File: config.mk
export PLATFORM = sky130hd
export DESIGN_NAME = blink_timer_ctrl_flat
export DESIGN_NICKNAME = d
export VERILOG_FILES = /design/src/rtl/blink_timer_ctrl_if.sv /design/src/rtl/blink_timer_ctrl.sv /design/src/flat_wrapper.sv
export SDC_FILE = /design/constraint.sdc
export NUM_CORES = 1
export LEC_CHECK = 0
export BUFFER_PORTS_ARGS = -buffer_cell sky130_fd_sc_hd__buf_4
export CAP_MARGIN = 0
export CORE_MARGIN = 1
export CORE_UTILIZATION = 40
export CTS_BUF_LIST = sky130_fd_sc_hd__clkbuf_16
export DETAILED_ROUTE_END_ITERATION = 10
export GPL_TIMING_DRIVEN = 0
export PLACE_DENSITY_LB_ADDON = 0.05
export SLEW_MARGIN = 20
export SYNTH_ARGS = -nofsm -noshare
export SYNTH_HDL_FRONTEND = slang
export SYNTH_SLANG_ARGS = --single-unit
File: constraint.sdc
create_clock -name clk -period 3.94 [get_ports clk]
set_clock_uncertainty 0.15 [all_clocks]
set_input_delay 0 -clock clk [delete_from_list [all_inputs] [get_ports clk]]
set_output_delay 0 -clock clk [all_outputs]
set_load 0.01 [all_outputs]
File: src/rtl/blink_timer_ctrl_if.sv
// rtl/blink_timer_ctrl_if.sv - command handshake bundle between the SW/IR decoder and the blink controller
interface blink_timer_ctrl_if #(
    parameter int CNT_W = 32
);
    logic             cmd_valid;
    logic [2:0]       cmd_code;
    logic [CNT_W-1:0] cmd_period;
    logic             cmd_ready;

    // Command source (decoder side)
    modport master (
        output cmd_valid,
        output cmd_code,
        output cmd_period,
        input  cmd_ready
    );

    // Command sink (controller side)
    modport slave (
        input  cmd_valid,
        input  cmd_code,
        input  cmd_period,
        output cmd_ready
    );
endinterface

File: src/rtl/blink_timer_ctrl.sv
// rtl/blink_timer_ctrl.sv - command-driven blink timebase producing invert level and terminal tick
module blink_timer_ctrl #(
    parameter int CNT_W          = 32,
    parameter int DEFAULT_PERIOD = 3464,
    parameter int MIN_PERIOD     = 2
) (
    input  logic                 clk,
    input  logic                 rst,
    blink_timer_ctrl_if.slave    cmd,
    output logic                 invert,
    output logic                 tick,
    output logic [1:0]           state
);
    typedef enum logic [1:0] {
        ST_IDLE  = 2'd0,
        ST_RUN   = 2'd1,
        ST_PAUSE = 2'd2,
        ST_SHOT  = 2'd3
    } state_t;

    localparam logic [2:0] C_NOP     = 3'd0;
    localparam logic [2:0] C_START   = 3'd1;
    localparam logic [2:0] C_STOP    = 3'd2;
    localparam logic [2:0] C_PAUSE   = 3'd3;
    localparam logic [2:0] C_RESUME  = 3'd4;
    localparam logic [2:0] C_LOAD    = 3'd5;
    localparam logic [2:0] C_ONESHOT = 3'd6;
    localparam logic [2:0] C_CLRINV  = 3'd7;

    state_t           st_q, st_d;
    logic [CNT_W-1:0] cnt_q, cnt_d;
    logic [CNT_W-1:0] period_q, period_d;
    logic             inv_q, inv_d;
    logic             tick_q, tick_d;
    logic             ready_q, ready_d;
    logic             accept;
    logic             counting;
    logic             term;
    logic [CNT_W-1:0] load_val;

    assign accept   = cmd.cmd_valid && ready_q;
    assign counting = (st_q == ST_RUN) || (st_q == ST_SHOT);
    // >= rather than == so a stale count above the new limit still recovers
    assign term     = counting && (cnt_q >= (period_q - CNT_W'(1)));
    assign load_val = (cmd.cmd_period < CNT_W'(MIN_PERIOD)) ? CNT_W'(MIN_PERIOD) : cmd.cmd_period;

    // Next-state: terminal-count effects first, then the accepted command overrides state/cnt
    always_comb begin
        st_d     = st_q;
        cnt_d    = cnt_q;
        period_d = period_q;
        inv_d    = inv_q;
        tick_d   = 1'b0;
        ready_d  = 1'b1;

        if (term) begin
            tick_d = 1'b1;
            inv_d  = ~inv_q;
            cnt_d  = '0;
            if (st_q == ST_SHOT) begin
                st_d = ST_IDLE;
            end
        end else if (counting) begin
            cnt_d = cnt_q + CNT_W'(1);
        end

        if (accept) begin
            case (cmd.cmd_code)
                C_START: begin
                    st_d  = ST_RUN;
                    cnt_d = '0;
                end
                C_STOP: begin
                    st_d  = ST_IDLE;
                    cnt_d = '0;
                end
                C_PAUSE: begin
                    // The pausing edge does not advance the count
                    if (st_q == ST_RUN) begin
                        st_d = ST_PAUSE;
                        if (!term) begin
                            cnt_d = cnt_q;
                        end
                    end
                end
                C_RESUME: begin
                    if (st_q == ST_PAUSE) begin
                        st_d = ST_RUN;
                    end
                end
                C_LOAD: begin
                    period_d = load_val;
                    cnt_d    = '0;
                    ready_d  = 1'b0;
                end
                C_ONESHOT: begin
                    st_d  = ST_SHOT;
                    cnt_d = '0;
                end
                C_CLRINV: begin
                    inv_d = 1'b0;
                end
                C_NOP: begin
                end
                default: begin
                end
            endcase
        end
    end

    // State and output registers with asynchronous active-low reset
    always_ff @(posedge clk or negedge rst) begin
        if (!rst) begin
            st_q     <= ST_IDLE;
            cnt_q    <= '0;
            period_q <= CNT_W'(DEFAULT_PERIOD);
            inv_q    <= 1'b0;
            tick_q   <= 1'b0;
            ready_q  <= 1'b1;
        end else begin
            st_q     <= st_d;
            cnt_q    <= cnt_d;
            period_q <= period_d;
            inv_q    <= inv_d;
            tick_q   <= tick_d;
            ready_q  <= ready_d;
        end
    end

    assign cmd.cmd_ready = ready_q;
    assign invert        = inv_q;
    assign tick          = tick_q;
    assign state         = st_q;
endmodule

File: src/flat_wrapper.sv
// flat-port wrapper written by rule: the top's interface ports become plain ports
module blink_timer_ctrl_flat 
#(
    parameter int CNT_W          = 32,
    parameter int DEFAULT_PERIOD = 3464,
    parameter int MIN_PERIOD     = 2
)
  (clk, rst, invert, tick, state, cmd_cmd_valid, cmd_cmd_code, cmd_cmd_period, cmd_cmd_ready);
  blink_timer_ctrl_if #(.CNT_W(CNT_W)) cmd_i ();
  input  logic clk;
  input  logic rst;
  output logic invert;
  output logic tick;
  output logic [1:0] state;
  input wire logic [$bits(cmd_i.cmd_valid)-1:0] cmd_cmd_valid;
  input wire logic [$bits(cmd_i.cmd_code)-1:0] cmd_cmd_code;
  input wire logic [$bits(cmd_i.cmd_period)-1:0] cmd_cmd_period;
  output wire logic [$bits(cmd_i.cmd_ready)-1:0] cmd_cmd_ready;
  assign cmd_i.cmd_valid = cmd_cmd_valid;
  assign cmd_i.cmd_code = cmd_cmd_code;
  assign cmd_i.cmd_period = cmd_cmd_period;
  assign cmd_cmd_ready = cmd_i.cmd_ready;
  blink_timer_ctrl #(.CNT_W(CNT_W), .DEFAULT_PERIOD(DEFAULT_PERIOD), .MIN_PERIOD(MIN_PERIOD)) u_core (.clk(clk), .rst(rst), .cmd(cmd_i), .invert(invert), .tick(tick), .state(state));
endmodule
-- Word-level counts from Yosys, hierarchy flattened
Cells that the tools add are included.
- eq/ne operators: 11
- $add $sub $neg: 2
- $lt $le $gt $ge: 2
- bitwise gates (word level): 1
- reductions and logical operators: 5
- multiplexer cells: 19
- operator list (kind ; number):
    $mux 32 ; 6
    $pmux 32 s2 ; 1
    $add 32x1->32 const B ; 1
    $ge 32x32->1 ; 1
    $lt 32x2->1 const B ; 1
    $sub 32x1->32 const B ; 1
    $eq 3x3->1 const B ; 4
    $mux 2 ; 5
    $pmux 2 s5 ; 1
    $eq 3x2->1 const B ; 2
    $mux 1 ; 6
    $eq 2x2->1 const B ; 2
    $ne 4x4->1 const B ; 1
    $reduce_or 4->1 ; 1
    $eq 3x1->1 const B ; 1
    $eq 2x1->1 const B ; 1
    $logic_and 1x1->1 ; 2
    $reduce_and 2->1 ; 1
    $logic_or 1x1->1 ; 1
    $not 1->1 ; 1
- output and inout port bits: 5
- register bits after elaboration: 69
- input bits: 38

-- Longest topological paths before layout
Gate-level depths: netlist of the first run.
- depth after elaboration: 8
- depth in mapped cells: 18
- mapped depth without buffers: 16

-- Worst setup path after synthesis of the first run
Ideal clock, no wire load.
- path type: reg-to-reg
- from: register u_core.period_q[13]
- to: register u_core.cnt_q[25]
- clock period less this slack: 4.159 ns
- cell stages (with the launch flop): 17
- data arrival time: 3.883 ns
- path slack: -0.219 ns
- cells stage by stage: dfrtp_1 -> or4_4 -> nor4_2 -> nand3_1 -> or2_1 -> nand2b_1 -> nor4_1 -> xnor2_1 -> ha_1 -> a21oi_1 -> nand2_1 -> a221oi_1 -> and3_1 -> a21boi_1 -> clkbuf_1 -> nor3_1 -> o2bb2a_1
- word-level cells in the longest chain between the ends: 8
- RTL lines (item ; line ; RTL):
    start: declaration ; blink_timer_ctrl.sv:32 ; logic [CNT_W-1:0] period_q, period_d;
    start signal: assignment ; blink_timer_ctrl.sv:116 ; period_q <= CNT_W'(DEFAULT_PERIOD);
    start signal: assignment ; blink_timer_ctrl.sv:123 ; period_q <= period_d;
    $sub 32x1->32 (*) ; blink_timer_ctrl.sv:44 ; assign term = counting && (cnt_q >= (period_q - CNT_W'(1)));
    $ge 32x32->1 (*) ; blink_timer_ctrl.sv:44 ;
    $logic_and 1x1->1 (*) ; blink_timer_ctrl.sv:44 ;
    $mux 32 ; blink_timer_ctrl.sv:56 ; if (term) begin
    $mux 32 ; blink_timer_ctrl.sv:81 ; if (!term) begin
    $mux 32 ; blink_timer_ctrl.sv:79 ; if (st_q == ST_RUN) begin
    $pmux 32 s2 ; blink_timer_ctrl.sv:68 ; case (cmd.cmd_code)
    $mux 32 ; blink_timer_ctrl.sv:67 ; if (accept) begin
    end signal: assignment ; blink_timer_ctrl.sv:122 ; cnt_q <= cnt_d;
    end: declaration ; blink_timer_ctrl.sv:31 ; logic [CNT_W-1:0] cnt_q, cnt_d;
Every way passes the cells marked *; elsewhere a longest branch is shown, timed or not. The select of a mux whose other input is x is not followed.
A chain may end at the register's enable or synchronous reset.

-- Worst setup path in the final report of the first run
- from: register u_core.period_q[14]
- to: register u_core.cnt_q[26]
The elaborated chain is that of the path after synthesis.

==> impl_metrics.yaml, run 1 <==
layout:
  fillers: 1012
  drive_above_1_share_pct: 20.9
  final_cell_mix: "nand2_1 (117), dfrtp_1 (62), buf_4 (59)"
  diodes: 0
  layout.cells.non_filler: 814
  final_util_pct: 55.6
  stdcell_area_um2: 6380
  syn_to_final_growth_pct: 34.8
  nets: 742
  layout_commonest_cell: "nand2_1"
worst_setup_path:
  critPathMaxStageDelay_ns: 0.56
  cp_top_family: "simple AND/OR/NAND/NOR gates"
  r2r_setup_slack_ns: -0.30
  worstPathMaxFanout: 10
  r2r-end: "u_core.cnt_q[26]$_DFFE_PN0P_"
  worst_setup_path_end_kind: "flop"
  cp.arrival_ns: 4.31
  path_class: "reg2reg"
  r2r_cells: 16
  cp_num_buf_inv: 2
  cpMaxStageDelayCell: "or4_4"
  cp.required_ns: 4.01
  path_cells: "or4_4 -> nor4_4 -> nand3_2 -> or2_4 -> buf_4 -> nor4_2 -> xnor2_1 -> ha_1 -> nand4_1 -> nor2_2 -> a221oi_2 -> and3_1 -> a21boi_4 -> clkbuf_8 -> nor3_1 -> o2bb2a_2"
  rr_startpoint: "u_core.period_q[14]$_DFFE_PN0P_"
  cp-start-kind: "flop"
cts:
  cts_tree: "yes"
  clock_latency_ns: 0.34
  cts_sinks: 69
  cts_made_buffers: 9
  path_clk_slew_ns: 0.05
  clockBufferDepth: 2
  htree_levels: 3
  cts_root_buffer: "clkbuf_16"
yosys:
  synth_cell_types: 49
  ys_seq_area_share_pct: 36.6
  synth_top_flop_cell: "dfrtp_1"
  yosysWarningCount: 0
  synth_seq_cells: 69
  synth_area_um2: 4730
  syn_inst: 554
  synth.avg_cell_area_um2: 8.54
  async_flop_share_pct: 100
  synth_edf_count: 0
  synthesis.nets: 630
power_and_ir_drop:
  p_leak_nw: 2.86
  ir_drop_mv: 0.295
  total_power_mw: 2.18
  powerDensity_nw_per_um2: 342
timing:
  fin_crit_ns: 4.24
  fmax_mhz: 236
  rsz0062_at_grt: "true"
  hold_ws_ns: 0.0558
  fin_crit_sh_pct: 108
  worst_slew_pin_slew_ns: 0.906
  final-max-slew-violation-count: 0
  setup_viol: 35
  hold_violations: 0
  relSlewSlack_pct: 39.6
  worst_slack_ns: -0.300
global_route:
  grt_max_degree: 70
  grt_pass1_vias: 4518
  grt_pass1_wl_mm: 23.2
  overflow: 0
  track_usage_pct: 24.2
  antenna_found_initial: 0
detailed_routing:
  drt-total-wl_mm: 14.3
  vias: 4651
  antenna_left: 0
  drc: 0
  avgRoutedWirePerCell_um: 17.6
  drtIter0Drc: 228
  vias_per_cell: 5.71
  dr.pass1.iters: 5
floorplanning:
  start_util_pct: 41.3
  dieWidth_um: 111
  rows: 39
  design.portCount: 43
  design.die.area_um2: 12300
  coreArea_um2: 11500
  die_h_um: 111
min_path:
  holdPathEnd: "u_core.state[0]$_DFF_PN0_"
  hold_class: "in2reg"
  holdCritStartpoint: "cmd_cmd_code[0]"
  worstHoldPathCells: 4
placement:
  dpl.hpwl_mm: 9.85
  placedCellCount: 738
  place_area_um2: 5270
  port_buffers: 41
  place.gp.congestion: 0.809
status:
  failed_checks: "negative setup slack"
  run_status: "complete, but fails checks"
flow_run:
  cap_viol_max_count: 0
## worst min-delay path, stage by stage
cell	delay, ns
buf_4	0.10
ha_1	0.18
mux2i_1	0.08
o22ai_1	0.13
## registers in the layout, summed over array words and instances, names as in the netlist
signal                flops
u_core.period_q          32
u_core.state              2
u_core.tick               1
u_core.invert             1
u_core.cnt_q             32
u_core.cmd.cmd_ready      1
## power breakdown
group,switching (mW),internal [mW]
Clock,0.304,0.411
Sequential,0.113,0.795
Combinational,0.294,0.267
Total,0.711,1.47
## routing by layer
layer  share of wire (%)  GRT usage [%]  vias to the layer above
li1                    -              -                     2282
met5                   0              0                        -
met4                 2.1           8.80                        0
met2                  47           38.7                      145
met3                 4.6           4.26                       22
met1                  46           32.8                     2202
## layout make-up
type / count / area (um^2) / area share [%]
Clock buffer: 9 / 225 / 3.53
Sequential cell: 69 / 1740 / 27.2
Clock inverter: 7 / 27.5 / 0.432
Inverter: 15 / 56.3 / 0.883
Timing Repair Buffer: 102 / 913 / 14.3
Buffer: 27 / 186 / 2.92
Tap cell: 143 / 179 / 2.81
Multi-Input combinational cell: 442 / 3060 / 47.9
## Yosys cell counts, types with 5 or more instances
master / number / area share, %
a21oi_1: 13 / 1.4
a22oi_1: 32 / 5.1
buf_2: 5 / 0.53
clkbuf_1: 21 / 1.7
dfrtp_1: 63 / 33
dfstp_2: 6 / 3.3
ha_1: 38 / 10
inv_1: 15 / 1.2
nand2_1: 119 / 9.4
nand3_1: 21 / 2.2
nand4_1: 16 / 2.1
nor2_1: 23 / 1.8
nor3_1: 14 / 1.5
nor4_1: 15 / 2.0
o21ai_0: 22 / 2.3
o31ai_1: 20 / 3.2
or3_1: 13 / 1.7
or4_1: 21 / 3.3
xnor2_1: 20 / 3.7
xor2_1: 10 / 1.9
## metrics by stage
step | setup TNS [ns] | setup slack [ns]
floorplan | -0.536 | -0.0327
global placement | -23.27 | -0.770
detailed placement | -23.15 | -0.758
CTS | -10.76 | -0.409
global route | -16.49 | -0.528
finish | -8.19 | -0.300
## how the worst max path moves through the flow
stage / to / start / cells past startpoint / slack, ns
2_1_floorplan: u_core.cnt_q[19]$_DFFE_PN0P_ / u_core.period_q[13]$_DFFE_PN0P_ / 16 / -0.03
3_3_place_gp: u_core.cnt_q[1]$_DFFE_PN0P_ / u_core.period_q[5]$_DFFE_PN0P_ / 14 / -0.77
3_5_place_dp: u_core.cnt_q[0]$_DFFE_PN0P_ / u_core.period_q[5]$_DFFE_PN0P_ / 14 / -0.76
4_1_cts: u_core.cnt_q[31]$_DFFE_PN0P_ / u_core.period_q[13]$_DFFE_PN0P_ / 16 / -0.41
5_1_grt: u_core.cnt_q[13]$_DFFE_PN0P_ / u_core.period_q[3]$_DFFE_PN1P_ / 17 / -0.53
6_report: u_core.cnt_q[26]$_DFFE_PN0P_ / u_core.period_q[14]$_DFFE_PN0P_ / 16 / -0.30
## what timing repair did
item / in CTS / in global routing
cloned: 2 / 2
setup endpoints to repair: 35 / 36
hold buffers: 38 / 0
endpoints found under the hold margin: 98 / 0
pin swaps: 46 / 19
buffers inserted: 9 / 10
resized for setup: 43 / 35
## logic make-up (layout without fill, tap and decap cells)
logic type      Yosys count  after routing  synth area share [%]
buf+inv                  43            160                  3.54
fa+ha+maj                38             38                  10.0
mux                       1              1                 0.212
flops                    69             69                  36.6
simple gates            268            268                  28.9
compound gates          105            105                  15.1
xor+xnor                 30             30                  5.55
(Power assumes the default switching activity.)
==> inputs of run 2 (changes only) <==
Settings changed: CORE_ASPECT_RATIO set to 1.4, SKIP_LAST_GASP set to 1.
==> impl_metrics.yaml, run 2 (same netlist as run 1, synthesis figures left out) <==
status:
  run_status: "complete, but fails checks"
  failed_checks: "negative setup slack"
timing:
  final-max-slew-violation-count: 0
  hold_violations: 0
  relSlewSlack_pct: 40.4
  worst_slew_pin_slew_ns: 0.894
  fin_tns_setup_ns: -11.20
  fmax_mhz: 230
  setup_viol: 35
  fin_crit_sh_pct: 111
  fin_crit_ns: 4.35
  hold_ws_ns: 0.0582
  rsz0062_at_grt: "true"
  worst_slack_ns: -0.415
layout:
  nets: 748
  layout.cells.non_filler: 821
  seq_area_um2: 1730
  final_cell_mix: "nand2_1 (117), dfrtp_1 (63), buf_4 (57)"
  stdcell_area_um2: 6580
  diodes: 0
  final_util_pct: 57.5
  syn_to_final_growth_pct: 39.1
  drive_above_1_share_pct: 22.3
  multiInputGateArea_um2: 3080
  layout_commonest_cell: "nand2_1"
  fillers: 1035
power_and_ir_drop:
  total_power_mw: 2.37
  ir_drop_mv: 0.205
  powerDensity_nw_per_um2: 360
  p_leak_nw: 2.96
min_path:
  holdCritStartpoint: "cmd_cmd_code[0]"
  hold_class: "in2reg"
  worstHoldPathCells: 4
  holdPathEnd: "u_core.invert$_DFF_PN0_"
cts:
  cts_tree: "yes"
  path_clk_slew_ns: 0.06
  cts_root_buffer: "clkbuf_16"
  cts_made_buffers: 9
  cts_sinks: 69
  htree_levels: 3
  clockBufferDepth: 2
  clock_latency_ns: 0.33
floorplanning:
  design.portCount: 43
  start_util_pct: 41.3
  design.die.area_um2: 12300
  rows: 46
  dieWidth_um: 93.9
  die_h_um: 131
  coreArea_um2: 11500
global_route:
  antenna_found_initial: 0
  grt_max_degree: 70
  track_usage_pct: 24.5
  overflow: 0
  use_met1_pct: 28.8
  gr-max-usage-layer: "met2"
  grt_pass1_wl_mm: 22.8
  grt_pass1_vias: 4547
  met2_usage_pct: 43.1
  grtUsageMet3_pct: 3.59
worst_setup_path:
  path_class: "reg2reg"
  cp.arrival_ns: 4.45
  cp-start-kind: "flop"
  worst_setup_path_end_kind: "flop"
  r2r_setup_slack_ns: -0.41
  cp.required_ns: 4.04
  critPathMaxStageDelay_ns: 0.52
  r2r-end: "u_core.cnt_q[2]$_DFFE_PN0P_"
  cpMaxStageDelayCell: "or4_4"
  r2r_cells: 16
  path_cells: "or4_4 -> nor4_4 -> nand3_2 -> or2_4 -> nand2b_4 -> nor4_4 -> xnor2_1 -> ha_1 -> nand4_1 -> buf_4 -> nor4_4 -> a21boi_4 -> buf_6 -> buf_4 -> or4_1 -> a22oi_2"
  rr_startpoint: "u_core.period_q[14]$_DFFE_PN0P_"
  cp_top_family: "simple AND/OR/NAND/NOR gates"
  worstPathMaxFanout: 8
  cp_num_buf_inv: 3
  cpMostUsedCell: "nor4_4"
placement:
  place.gp.congestion: 0.838
  port_buffers: 41
  placedCellCount: 739
  place_area_um2: 5270
  dpl.hpwl_mm: 9.92
  pre_cts_ws_ns: -0.864
detailed_routing:
  drtIter0Drc: 202
  drt-total-wl_mm: 14.3
  vias_per_cell: 5.66
  antenna_left: 0
  dr.pass1.iters: 5
  drc: 0
  avgRoutedWirePerCell_um: 17.4
  vias: 4643
flow_run:
  cap_viol_max_count: 0
run 2: changes by cell type in the layout (fill, tap and decap cells not counted), sizes merged:
cell,previous run,this run
bufbuf,0,1
buf,75,77
clkinv,3,2
clkbuf,25,28
bufinv,0,3
inv,19,17
run 2: worst max path at each step:
| stage | start | endpoint | slack (ns) | cells past startpoint |
|---|---|---|---|---|
| finish | u_core.period_q[14]$_DFFE_PN0P_ | u_core.cnt_q[2]$_DFFE_PN0P_ | -0.41 | 16 |
| global placement | u_core.period_q[5]$_DFFE_PN0P_ | u_core.cnt_q[1]$_DFFE_PN0P_ | -0.74 | 14 |
| detailed placement | u_core.period_q[5]$_DFFE_PN0P_ | u_core.cnt_q[23]$_DFFE_PN0P_ | -0.86 | 14 |
| floorplan | u_core.period_q[13]$_DFFE_PN0P_ | u_core.cnt_q[19]$_DFFE_PN0P_ | -0.03 | 16 |
| CTS | u_core.period_q[15]$_DFFE_PN0P_ | u_core.cnt_q[11]$_DFFE_PN0P_ | -0.34 | 18 |
| global route | u_core.period_q[15]$_DFFE_PN0P_ | u_core.cnt_q[11]$_DFFE_PN0P_ | -0.65 | 16 |
run 2: worst min-delay path: stages:
cell,delay [ns]
buf_4,0.10
ha_1,0.16
and4_1,0.20
a21oi_2,0.04
run 2: area by class of cell:
| cell class | instances | area share, % |
|---|---|---|
| plain buffers | 27 | 3.17 |
| clock buffers | 9 | 3.42 |
| clock inverters | 7 | 1.62 |
| inverters | 15 | 0.855 |
| multi-input cells | 442 | 46.8 |
| flip-flops and latches | 69 | 26.3 |
| well taps | 144 | 2.74 |
| repair buffers | 108 | 15.1 |
run 2: power breakdown:
| part | leakage [nW] | total (mW) | switching [mW] | internal, mW |
|---|---|---|---|---|
| Clock | 0.169 | 0.913 | 0.303 | 0.610 |
| Sequential | 0.900 | 0.904 | 0.109 | 0.795 |
| Combinational | 1.89 | 0.552 | 0.285 | 0.267 |
run 2: timing repair:
item                                    CTS  global route
gates cloned                              5             2
hold endpoints to repair                 98             0
hold buffers                             38             0
endpoints found under the setup margin   35            36
pin swaps                                18            14
gates resized for setup                  51            38
buffers inserted                         18             6
run 2: layer usage:
layer | up-vias | wire length (um)
met1 | 2223 | 5890
met4 | 0 | 432
met3 | 26 | 498
met2 | 113 | 7430
met5 | - | 0
li1 | 2281 | -
